`config.mk`:
```
export PLATFORM = sky130hd
export DESIGN_NAME = axis_fifo_rr_arb
export DESIGN_NICKNAME = d
export VERILOG_FILES = /design/src/rtl/axis_fifo_rr_arb.sv
export SDC_FILE = /design/constraint.sdc
export NUM_CORES = 1
export LEC_CHECK = 0
export CORE_ASPECT_RATIO = 0.9
export CORE_MARGIN = 2
export CORE_UTILIZATION = 35
export DETAILED_ROUTE_END_ITERATION = 7
export PLACE_DENSITY_LB_ADDON = 0.2
export SLEW_MARGIN = 30
export SYNTH_ARGS = -nofsm -noshare
export SYNTH_HDL_FRONTEND = slang
export SYNTH_SLANG_ARGS = --single-unit
```
`constraint.sdc`:
```
create_clock -name clk -period 1.7 [get_ports clk]
set_input_delay 0.17 -clock clk [delete_from_list [all_inputs] [get_ports clk]]
set_output_delay 0.17 -clock clk [all_outputs]
set_load 0.1 [all_outputs]
```
`src/rtl/axis_fifo_rr_arb.sv`:
```
// Round-robin arbiter that merges NUM_SRC AXI-Stream producers onto one FIFO write port.
// A grant lasts for a whole packet or MAX_BEATS beats, and every forwarded beat is tagged with the source index.
module axis_fifo_rr_arb #(
    parameter int NUM_SRC   = 4,
    parameter int DATA_WDTH = 8,
    parameter int MAX_BEATS = 16,
    localparam int IDW      = (NUM_SRC > 1) ? $clog2(NUM_SRC) : 1,
    localparam int BCW      = (MAX_BEATS > 0) ? $clog2(MAX_BEATS + 1) : 1
) (
    input  logic                           clk,
    input  logic                           rst_n,
    input  logic [NUM_SRC*DATA_WDTH-1:0]   s_axis_tdata,
    input  logic [NUM_SRC-1:0]             s_axis_tvalid,
    input  logic [NUM_SRC-1:0]             s_axis_tlast,
    output logic [NUM_SRC-1:0]             s_axis_tready,
    output logic [DATA_WDTH-1:0]           m_axis_tdata,
    output logic                           m_axis_tvalid,
    output logic                           m_axis_tlast,
    output logic [IDW-1:0]                 m_axis_tid,
    input  logic                           m_axis_tready,
    output logic                           arb_busy
);

    localparam logic [0:0] ARB   = 1'b0;
    localparam logic [0:0] GRANT = 1'b1;
    localparam int LAST_BEAT     = (MAX_BEATS > 0) ? MAX_BEATS - 1 : 0;

    if (!(DATA_WDTH == 8 || DATA_WDTH == 16 || DATA_WDTH == 32 || DATA_WDTH == 64)) begin : g_bad_wdth
        $fatal(1, "axis_fifo_rr_arb: DATA_WDTH must be 8, 16, 32 or 64");
    end

    logic [0:0]           state_q, state_d;
    logic [IDW-1:0]       rr_ptr_q, rr_ptr_d;
    logic [IDW-1:0]       grant_q, grant_d;
    logic [BCW-1:0]       beat_cnt_q, beat_cnt_d;

    logic [2*NUM_SRC-1:0] rotValid;
    logic [IDW:0]         pickOffset;
    logic [IDW:0]         pickSum;
    logic [IDW-1:0]       pick;
    logic                 pickValid;

    logic [DATA_WDTH-1:0] selData;
    logic                 selValid;
    logic                 selLast;
    logic                 busy;
    logic                 accept;
    logic                 atLimit;
    logic [IDW-1:0]       nextPtr;

    // Rotate the request vector so that bit 0 is the source at rr_ptr; the lowest set bit wins.
    always_comb begin
        rotValid   = {s_axis_tvalid, s_axis_tvalid} >> rr_ptr_q;
        pickOffset = '0;
        pickValid  = 1'b0;
        for (int k = NUM_SRC - 1; k >= 0; k--) begin
            if (rotValid[k]) begin
                pickOffset = (IDW+1)'(k);
                pickValid  = 1'b1;
            end
        end
        pickSum = {1'b0, rr_ptr_q} + pickOffset;
        if (pickSum >= (IDW+1)'(NUM_SRC)) begin
            pickSum = pickSum - (IDW+1)'(NUM_SRC);
        end
        pick = pickSum[IDW-1:0];
    end

    always_comb begin
        selData  = '0;
        selValid = 1'b0;
        selLast  = 1'b0;
        for (int i = 0; i < NUM_SRC; i++) begin
            if (grant_q == IDW'(i)) begin
                selData  = s_axis_tdata[i*DATA_WDTH +: DATA_WDTH];
                selValid = s_axis_tvalid[i];
                selLast  = s_axis_tlast[i];
            end
        end
    end

    // Forwarding is purely combinational while a grant is held; everything is quiet in ARB.
    always_comb begin
        busy          = (state_q == GRANT);
        m_axis_tvalid = busy & selValid;
        m_axis_tlast  = busy & selLast;
        m_axis_tdata  = busy ? selData : '0;
        m_axis_tid    = busy ? grant_q : '0;
        arb_busy      = busy;
        for (int i = 0; i < NUM_SRC; i++) begin
            s_axis_tready[i] = busy & m_axis_tready & (grant_q == IDW'(i));
        end
    end

    always_comb begin
        accept  = m_axis_tvalid & m_axis_tready;
        atLimit = (MAX_BEATS != 0) && (beat_cnt_q == BCW'(LAST_BEAT));
        nextPtr = (grant_q == IDW'(NUM_SRC - 1)) ? '0 : grant_q + IDW'(1);
    end

    always_comb begin
        state_d    = state_q;
        rr_ptr_d   = rr_ptr_q;
        grant_d    = grant_q;
        beat_cnt_d = beat_cnt_q;
        case (state_q)
            ARB: begin
                if (pickValid) begin
                    grant_d    = pick;
                    beat_cnt_d = '0;
                    state_d    = GRANT;
                end
            end
            GRANT: begin
                if (accept) begin
                    beat_cnt_d = beat_cnt_q + BCW'(1);
                    // A beat that is both tlast and the beat limit still releases only once.
                    if (selLast || atLimit) begin
                        state_d  = ARB;
                        rr_ptr_d = nextPtr;
                    end
                end
            end
            default: state_d = ARB;
        endcase
    end

    always_ff @(posedge clk or negedge rst_n) begin
        if (!rst_n) begin
            state_q    <= ARB;
            rr_ptr_q   <= '0;
            grant_q    <= '0;
            beat_cnt_q <= '0;
        end else begin
            state_q    <= state_d;
            rr_ptr_q   <= rr_ptr_d;
            grant_q    <= grant_d;
            beat_cnt_q <= beat_cnt_d;
        end
    end

endmodule
```
# [Yosys cells after proc, flatten, opt, wreduce, memory -nomap -nowiden]
# Index checks and enable logic that the tools add are counted.
[classes] addsub=4 n_mul=0 n_div=0 n_lt_le_gt_ge=1 eq_ne=6 shifts=1 mux=31 n_bitwise=9 reduce_logical=5
[ops] op="two-way mux 8 bit" count=5
[ops] op="two-way mux 1 bit" count=15
[ops] op="two-way mux 2 bit" count=6
[ops] op="two-way mux 5 bit" count=2
[ops] op="one-hot mux 5 bit (2 select lines)" count=1
[ops] op="bitwise AND 1 bit" count=8
[ops] op=">> shifter 8 x 2 -> 4 bit" count=1
[ops] op="adder 5 x 1 -> 5 bit, second input constant" count=1
[ops] op="equality test 5 x 4 -> 1 bit, second input constant" count=1
[ops] op="equality test 2 bit, second input constant" count=2
[ops] op="AND reduction 2 bit" count=2
[ops] op="adder 2 x 3 -> 3 bit" count=1
[ops] op="greater-or-equal comparator 3 bit, second input constant" count=1
[ops] op="two-way mux 3 bit" count=1
[ops] op="AND reduction 3 bit" count=1
[ops] op="adder 2 x 1 -> 2 bit, second input constant" count=1
[ops] op="equality test 2 x 1 -> 1 bit, second input constant" count=1
[ops] op="logical NOT 2 bit" count=1
[ops] op="!= test 2 x 1 -> 1 bit, second input constant" count=1
[ops] op="!= test 2 bit, second input constant" count=1
[ops] op="one-hot mux 1 bit (2 select lines)" count=1
[ops] op="subtractor 2 x 1 -> 2 bit, second input constant" count=1
[ops] op="logical OR 1 bit" count=1
[ops] op="inverter 1 bit" count=1
[totals] regBits=10 latch_bits=0 ram_bits=0 romBits=0 inputBits=43 n_memories=0

# [Longest topological paths before layout]
# Gate-level depths: netlist of run 1.
[logic_depth] depth_word=9 mapped_depth=8 mapped_depth_nobuf=8

# [Least setup slack after synthesis of run 1]
# No wires, ideal clock.
[synth_timing] path_type="reg2out" startpoint="register state_q, in the netlist arb_busy" endpoint="output m_axis_tid[0]" t_arrival_ns=2.435 required_time_ns=1.530 setup_slack_ns=-0.905 path_stages_with_launch=3 cell_sequence="dfrtp_1 > inv_1 > nor2_1"
[synth_between] elab_chain_cells=1
[synth_lines] item="start, declared" line="32" source="logic [0:0] state_q, state_d;"
[synth_lines] item="start signal, assigned" line="135" source="state_q <= state_d;"
[synth_lines] item="two-way mux 2 bit" line="88" source="m_axis_tid = busy ? grant_q : '0;"
[synth_lines] item="end, declared" line="19" source="output logic [IDW-1:0] m_axis_tid,"
# Every way passes these cells.

# [Worst setup path after layout of run 1]
[layout_timing] startpoint="register grant_q[0]" endpoint="output m_axis_tdata[4]"
[layout_between] elab_chain_cells=6
[layout_lines] item="start, declared" line="34" source="logic [IDW-1:0] grant_q, grant_d;"
[layout_lines] item="start signal, assigned" line="137" source="grant_q <= grant_d;"
[layout_lines] item="logical NOT 2 bit" line="74" source="if (grant_q == IDW'(i)) begin"
[layout_lines] item="two-way mux 8 bit (3 in series)" line="74"
[layout_lines] item="two-way mux 8 bit (*)" line="74"
[layout_lines] item="two-way mux 8 bit (*)" line="87" source="m_axis_tdata = busy ? selData : '0;"
[layout_lines] item="end, declared" line="16" source="output logic [DATA_WDTH-1:0] m_axis_tdata,"
# Every way passes the cells marked *; elsewhere a longest branch is shown, timed or not.

==> metrics, run 1 <==
hold-fix buffers at CTS=0; vias per cell=5.20; full die area=3620 sq um; Final Cycle Share=1.23; crit path DAT=1920 ps; Clock Skews=9.25 ps; Primary FF master, synth=dfrtp_1; clk buf depth=2; slowest cell delay on critical path=440 ps; WS Path Type=reg2out; first-pass GRT wire length=6680 um; failing checks=setup timing; largest net degree at the start of global routing=18; antenna-violating nets left=0; Clock Pin Slew Worst Setup and Hold Paths=70 ps; clk_lat worst skew=260 ps; endpoints failing hold=0; Reg-to-Reg Start=grant_q[1]$_DFFE_PN0P_; Remaining DRCs=0; Mapped Avg Cell Area=8.06 sq um; CTS tree=done; status=finished with violations; Worst Hold Class=in2async; Post-Synthesis Cells=137; Post-Route WL=4030 um; Critical path origin=grant_q[0]$_DFFE_PN0P_; wire length per cell=15.1 um; # diodes=0; total number of vias=1383; synthesis-stage register bit count=10; GR Overflow Total=0; Detail Route met2 WL=2200 um; Die W=63.2 um; RSZ-0062 raised after global routing=true; Tmin final=2090 ps; most common cell after layout, fill and taps aside=clkdlybuf4s50_1; Worst Path Max Fanout=6; port bufs=59; Die Ht=57.3 um; DRT iter0 DRCs=39; most frequent cells in the layout=clkdlybuf4s50_1, buf_4, nand2_1, buf_12; GP Congestion=0.762; Synth async-reset ratio=1.00; worst slew pin tran=447 ps; r2r setup slk=-260 ps; core region area=3040 sq um; max-slew violation count=0; Layout Nets=275; Initial Utilization=0.363; TritonCTS buffer count=3; MaxCap Viol Count=0; cell area after synthesis=1100 sq um; fin util=0.795; CP max-delay cell=dfrtp_2; DR top layer=met4; final setup margin=-390 ps; GRT Util Overall=0.232; wl on met1=1650 um; slew margin rel.=0.701; Mapped Nets=187; Setup crit start kind=flop; CTS root buf=clkbuf_4; endpoints failing setup=21; met3 wire len=162 um; post-synthesis cell type count=38; Fmax achieved=479 MHz; Setup crit end kind=primary output; Area growth syn-to-layout=119%; reg2reg path depth=7; H-Tree Depth=1; sequential fraction of the synthesis area=0.227; Num Clock Sinks=10; worst path required time=1530 ps; Pre-antenna DRT Iters=4; I/O pin total=60; DP HPWL=3180 um; CP Cell Sequence=inv_2 > ha_2 > buf_4 > and3b_1 > a21oi_1 > o21ai_1 > a22o_4 > buf_12; row cnt=19; share of cells above drive strength 1=0.469; Post-synth EDFFs=0; Reg2Reg Capture Point=rr_ptr_q[0]$_DFFE_PN0P_; initial antenna violation count=0; vias in the first global route=1399; synth warn=0
==> cells in the mapped netlist, drive strengths merged (3+ instances only) <==
master	number	area share
a211oi	4	0.043
a21oi	9	0.041
a22o	8	0.063
and2	3	0.018
and3	6	0.034
and3b	8	0.063
buf	6	0.032
clkbuf	3	0.012
dfrtp	10	0.23
ha	7	0.079
inv	6	0.020
mux2	3	0.031
mux2i	5	0.045
nand2	17	0.058
nor2	8	0.027
nor2b	4	0.023
o21ai	11	0.050
==> logic make-up (layout without fill, tap and decap cells) <==
logic type                 Yosys count  count (layout)  synth area share
and+or+nand+nor                     58              58             0.297
AOI/OAI and AO/OA                   38              38             0.248
buffers and inverters               15             102            0.0646
DFF                                 10              10             0.227
muxes                                8               8            0.0760
adders and majority gates            7               7            0.0794
xor gates and xnor gates             1               1           0.00794
==> what timing repair did <==
item                       in CTS  in global routing
hold endpoints to repair        0                  0
setup endpoints to repair      23                 23
resized for setup              22                 21
pin swaps                       3                  8
setup buffers                   5                  4
==> layer usage <==
layer,track usage,vias to the layer above
met5,0,-
met4,0.0186,0
met3,0.0434,2
met2,0.451,33
met1,0.278,672
li1,-,676
==> worst max path at each step <==
stage,endpoint,slack [ps]
floorplan,m_axis_tlast,-100
CTS,m_axis_tdata[4],-390
global route,m_axis_tdata[3],-480
global placement,grant_q[1]$_DFFE_PN0P_,-260
detailed placement,grant_q[1]$_DFFE_PN0P_,-330
finish,m_axis_tdata[4],-390
==> stage by stage <==
stage / instances / setup TNS [ps] / instance area [sq um] / setup WS (ps) / hold WS, ps
after floorplan: 137 / -849 / 1260 / -100 / -126
after global placement: 253 / -2440 / 2180 / -262 / 453
after detailed placement: 253 / -3240 / 2180 / -335 / 458
after CTS: 262 / -4620 / 2310 / -394 / 230
after global routing: 266 / -6900 / 2420 / -480 / 253
final: 266 / -5120 / 2420 / -390 / 218
==> critical path: cells and delay by family, from the launching register on <==
family                     cells  cell delay, ps
DFF                            1             440
adders and majority gates      1             210
and+or+nand+nor                1             170
AOI/OAI and AO/OA              3             430
buffers and inverters          3             390
==> state kept, by name (all words and copies together) (netlist names) <==
name        flops
grant_q         2
beat_cnt_q      5
rr_ptr_q        2
arb_busy        1
==> layout make-up <==
type	count	area, sq um
timing repair buffer	92	1040
multi-input combinational	112	1020
fill	197	624
sequential	10	256
tap	42	52.6
clock buffer	4	26.3
inverter	6	22.5
Power of run 1 is left out: the tool's default activity adds up to more than one toggle a clock period on the data nets, which glitch-free logic cannot reach.
==> inputs of run 2 (changes only) <==
--- a/config.mk
+++ b/config.mk
@@ -9,6 +9,7 @@
 export CORE_MARGIN = 2
 export CORE_UTILIZATION = 35
 export DETAILED_ROUTE_END_ITERATION = 7
+export GPL_TIMING_DRIVEN = 1
 export PLACE_DENSITY_LB_ADDON = 0.2
 export SLEW_MARGIN = 30
 export SYNTH_ARGS = -nofsm -noshare
==> results of run 2 <==
The final DEF is identical to that of run 1; final timing and power are the same.
Power of run 2 is left out for the same reason.
==> inputs of run 3 (changes only) <==
--- a/config.mk
+++ b/config.mk
@@ -10,6 +10,7 @@
 export CORE_UTILIZATION = 35
 export DETAILED_ROUTE_END_ITERATION = 7
 export GPL_TIMING_DRIVEN = 1
+export MAX_ROUTING_LAYER = met4
 export PLACE_DENSITY_LB_ADDON = 0.2
 export SLEW_MARGIN = 30
 export SYNTH_ARGS = -nofsm -noshare
==> metrics, run 3 (synthesis gave the netlist of run 1 again) <==
status=finished with violations; failing checks=setup timing; Remaining DRCs=0 (unchanged); WS Path Type=reg2out; H-Tree Depth=1 (unchanged); slowest cell delay on critical path=440 ps (about the same); most common cell after layout, fill and taps aside=clkdlybuf4s50_1; DP HPWL=3180 um (unchanged); pre-CTS WS=-335 ps (unchanged); clk_lat worst skew=260 ps (about the same); vias per cell=5.15 (-0.87%); post-route design area=2420 sq um (unchanged); GP Congestion=0.772 (+1.3%); largest net degree at the start of global routing=18 (unchanged); Area growth syn-to-layout=119% (unchanged); Fillers=197 (unchanged); Die W=63.2 um (unchanged); Post-Route WL=4020 um (-0.22%); Initial Utilization=0.363 (unchanged); Setup crit start kind=flop; Num Clock Sinks=10 (unchanged); Worst Hold Class=in2async; RSZ-0062 raised after global routing=true; Setup crit end kind=primary output; Die Ht=57.3 um (unchanged); crit path DAT=1920 ps (about the same); placed cell area=2180 sq um (unchanged); core region area=3040 sq um (unchanged); Layout Nets=275 (unchanged); CP top delay family=flip-flops; endpoints failing setup=21 (unchanged); worst slew pin tran=456 ps (+8.23 ps); Reg-to-Reg Start=grant_q[1]$_DFFE_PN0P_; Fmax achieved=478 MHz (about the same); GR Overflow Total=0 (unchanged); Top Registers=beat_cnt_q: 5 flops, grant_q: 2 flops, rr_ptr_q: 2 flops; most frequent cells in the layout=clkdlybuf4s50_1, buf_4, nand2_1, buf_12; first-pass GRT wire length=6680 um (unchanged); full die area=3620 sq um (unchanged); Tmin final=2090 ps (+1.30 ps); slew margin rel.=0.695 (-0.00551); Critical path origin=grant_q[0]$_DFFE_PN0P_; Clock Pin Slew Worst Setup and Hold Paths=70 ps (about the same); wire length per cell=15.1 um (-0.22%); row cnt=19 (unchanged); endpoints failing hold=0 (unchanged); MaxCap Viol Count=0 (unchanged); # diodes=0 (unchanged); CTS tree=done; CP Cell Sequence=inv_2 > ha_2 > buf_4 > and3b_1 > a21oi_1 > o21ai_1 > a22o_4 > buf_12; final setup margin=-391 ps (-1.30 ps); initial antenna violation count=0 (unchanged); max-slew violation count=0 (unchanged); max reg flops=5 (unchanged); I/O pin total=60 (unchanged); Worst Path Max Fanout=6 (unchanged); CP max-delay cell=dfrtp_2; Pre-antenna DRT Iters=4 (unchanged); Final Cycle Share=1.23 (about the same); CTS root buf=clkbuf_4; setup tns final=-5120 ps (+2.99 ps); antenna-violating nets left=0 (unchanged); Clock Skews=9.22 ps (-0.0383 ps); clk buf depth=2 (unchanged); Buf/Inv on CP=3 (unchanged); DRT iter0 DRCs=58 (+49%); TritonCTS buffer count=3 (unchanged); worst path required time=1530 ps (about the same); vias in the first global route=1399 (unchanged); total number of vias=1371 (-0.87%); Top reg by flops=beat_cnt_q; GRT Util Overall=0.240 (+0.00727); port bufs=59 (unchanged); share of cells above drive strength 1=0.469 (unchanged)
==> run 3: cell counts in the layout (fill, tap and decap cells not counted) <==
Identical to the previous run, type by type.
==> run 3: path summary, 6_finish.rpt <==
| check | endpoint | slack (ps) | cells past startpoint |
|---|---|---|---|
| max in group asynchronous | arb_busy$_DFF_PN0_ | 1130 | 1 |
| hold reg to reg | beat_cnt_q[3]$_DFFE_PN0P_ | 480 | 1 |
| setup / recovery | m_axis_tdata[4] | -390 | 8 |
| hold / removal | arb_busy$_DFF_PN0_ | 220 | 1 |
| min in group clk | beat_cnt_q[3]$_DFFE_PN0P_ | 480 | 1 |
| setup reg to reg | rr_ptr_q[0]$_DFFE_PN0P_ | -260 | 7 |
==> run 3: routing by layer <==
layer,up-vias,part of all wire,GRT usage
li1,675,-,-
met4,0,0.0015,0.0186
met5,-,0,-
met1,661,0.41,0.278
met2,33,0.55,0.451
met3,2,0.040,0.0434
==> run 3: timing repair <==
action | 4_1_cts | 5_1_grt
gates cloned | 0 | 0
hold buffers | 0 | 0
endpoints found under the setup margin | 23 | 23
endpoints found under the hold margin | 0 | 0
buffers inserted | 5 | 4
pin swaps | 3 | 8
resized for setup | 22 | 21
==> run 3: layout make-up <==
class | count | area [sq um] | share of cell area
timing repair buffer | 92 | 1040 | 0.430
multi-input combinational | 112 | 1020 | 0.422
sequential | 10 | 256 | 0.106
tap | 42 | 52.6 | 0.0217
clock buffer | 4 | 26.3 | 0.0109
inverter | 6 | 22.5 | 0.00931
==> run 3: metrics by stage <==
stage	hold slack, ps	instances	utilization
2_1_floorplan	-126	137	-
3_3_place_gp	453	253	0.718
3_5_place_dp	458	253	0.718
4_1_cts	230	262	0.759
5_1_grt	253	266	0.795
6_report	220	266	0.795
==> run 3: worst reg2reg max path: stages, from the launching register on <==
cell and delay, ps:
dfrtp_2 450, buf_4 150, ha_2 200, nor3b_2 180, a211oi_4 220, buf_4 170, o2111ai_4 140, mux2_4 340
Power of run 3 is left out for the same reason.
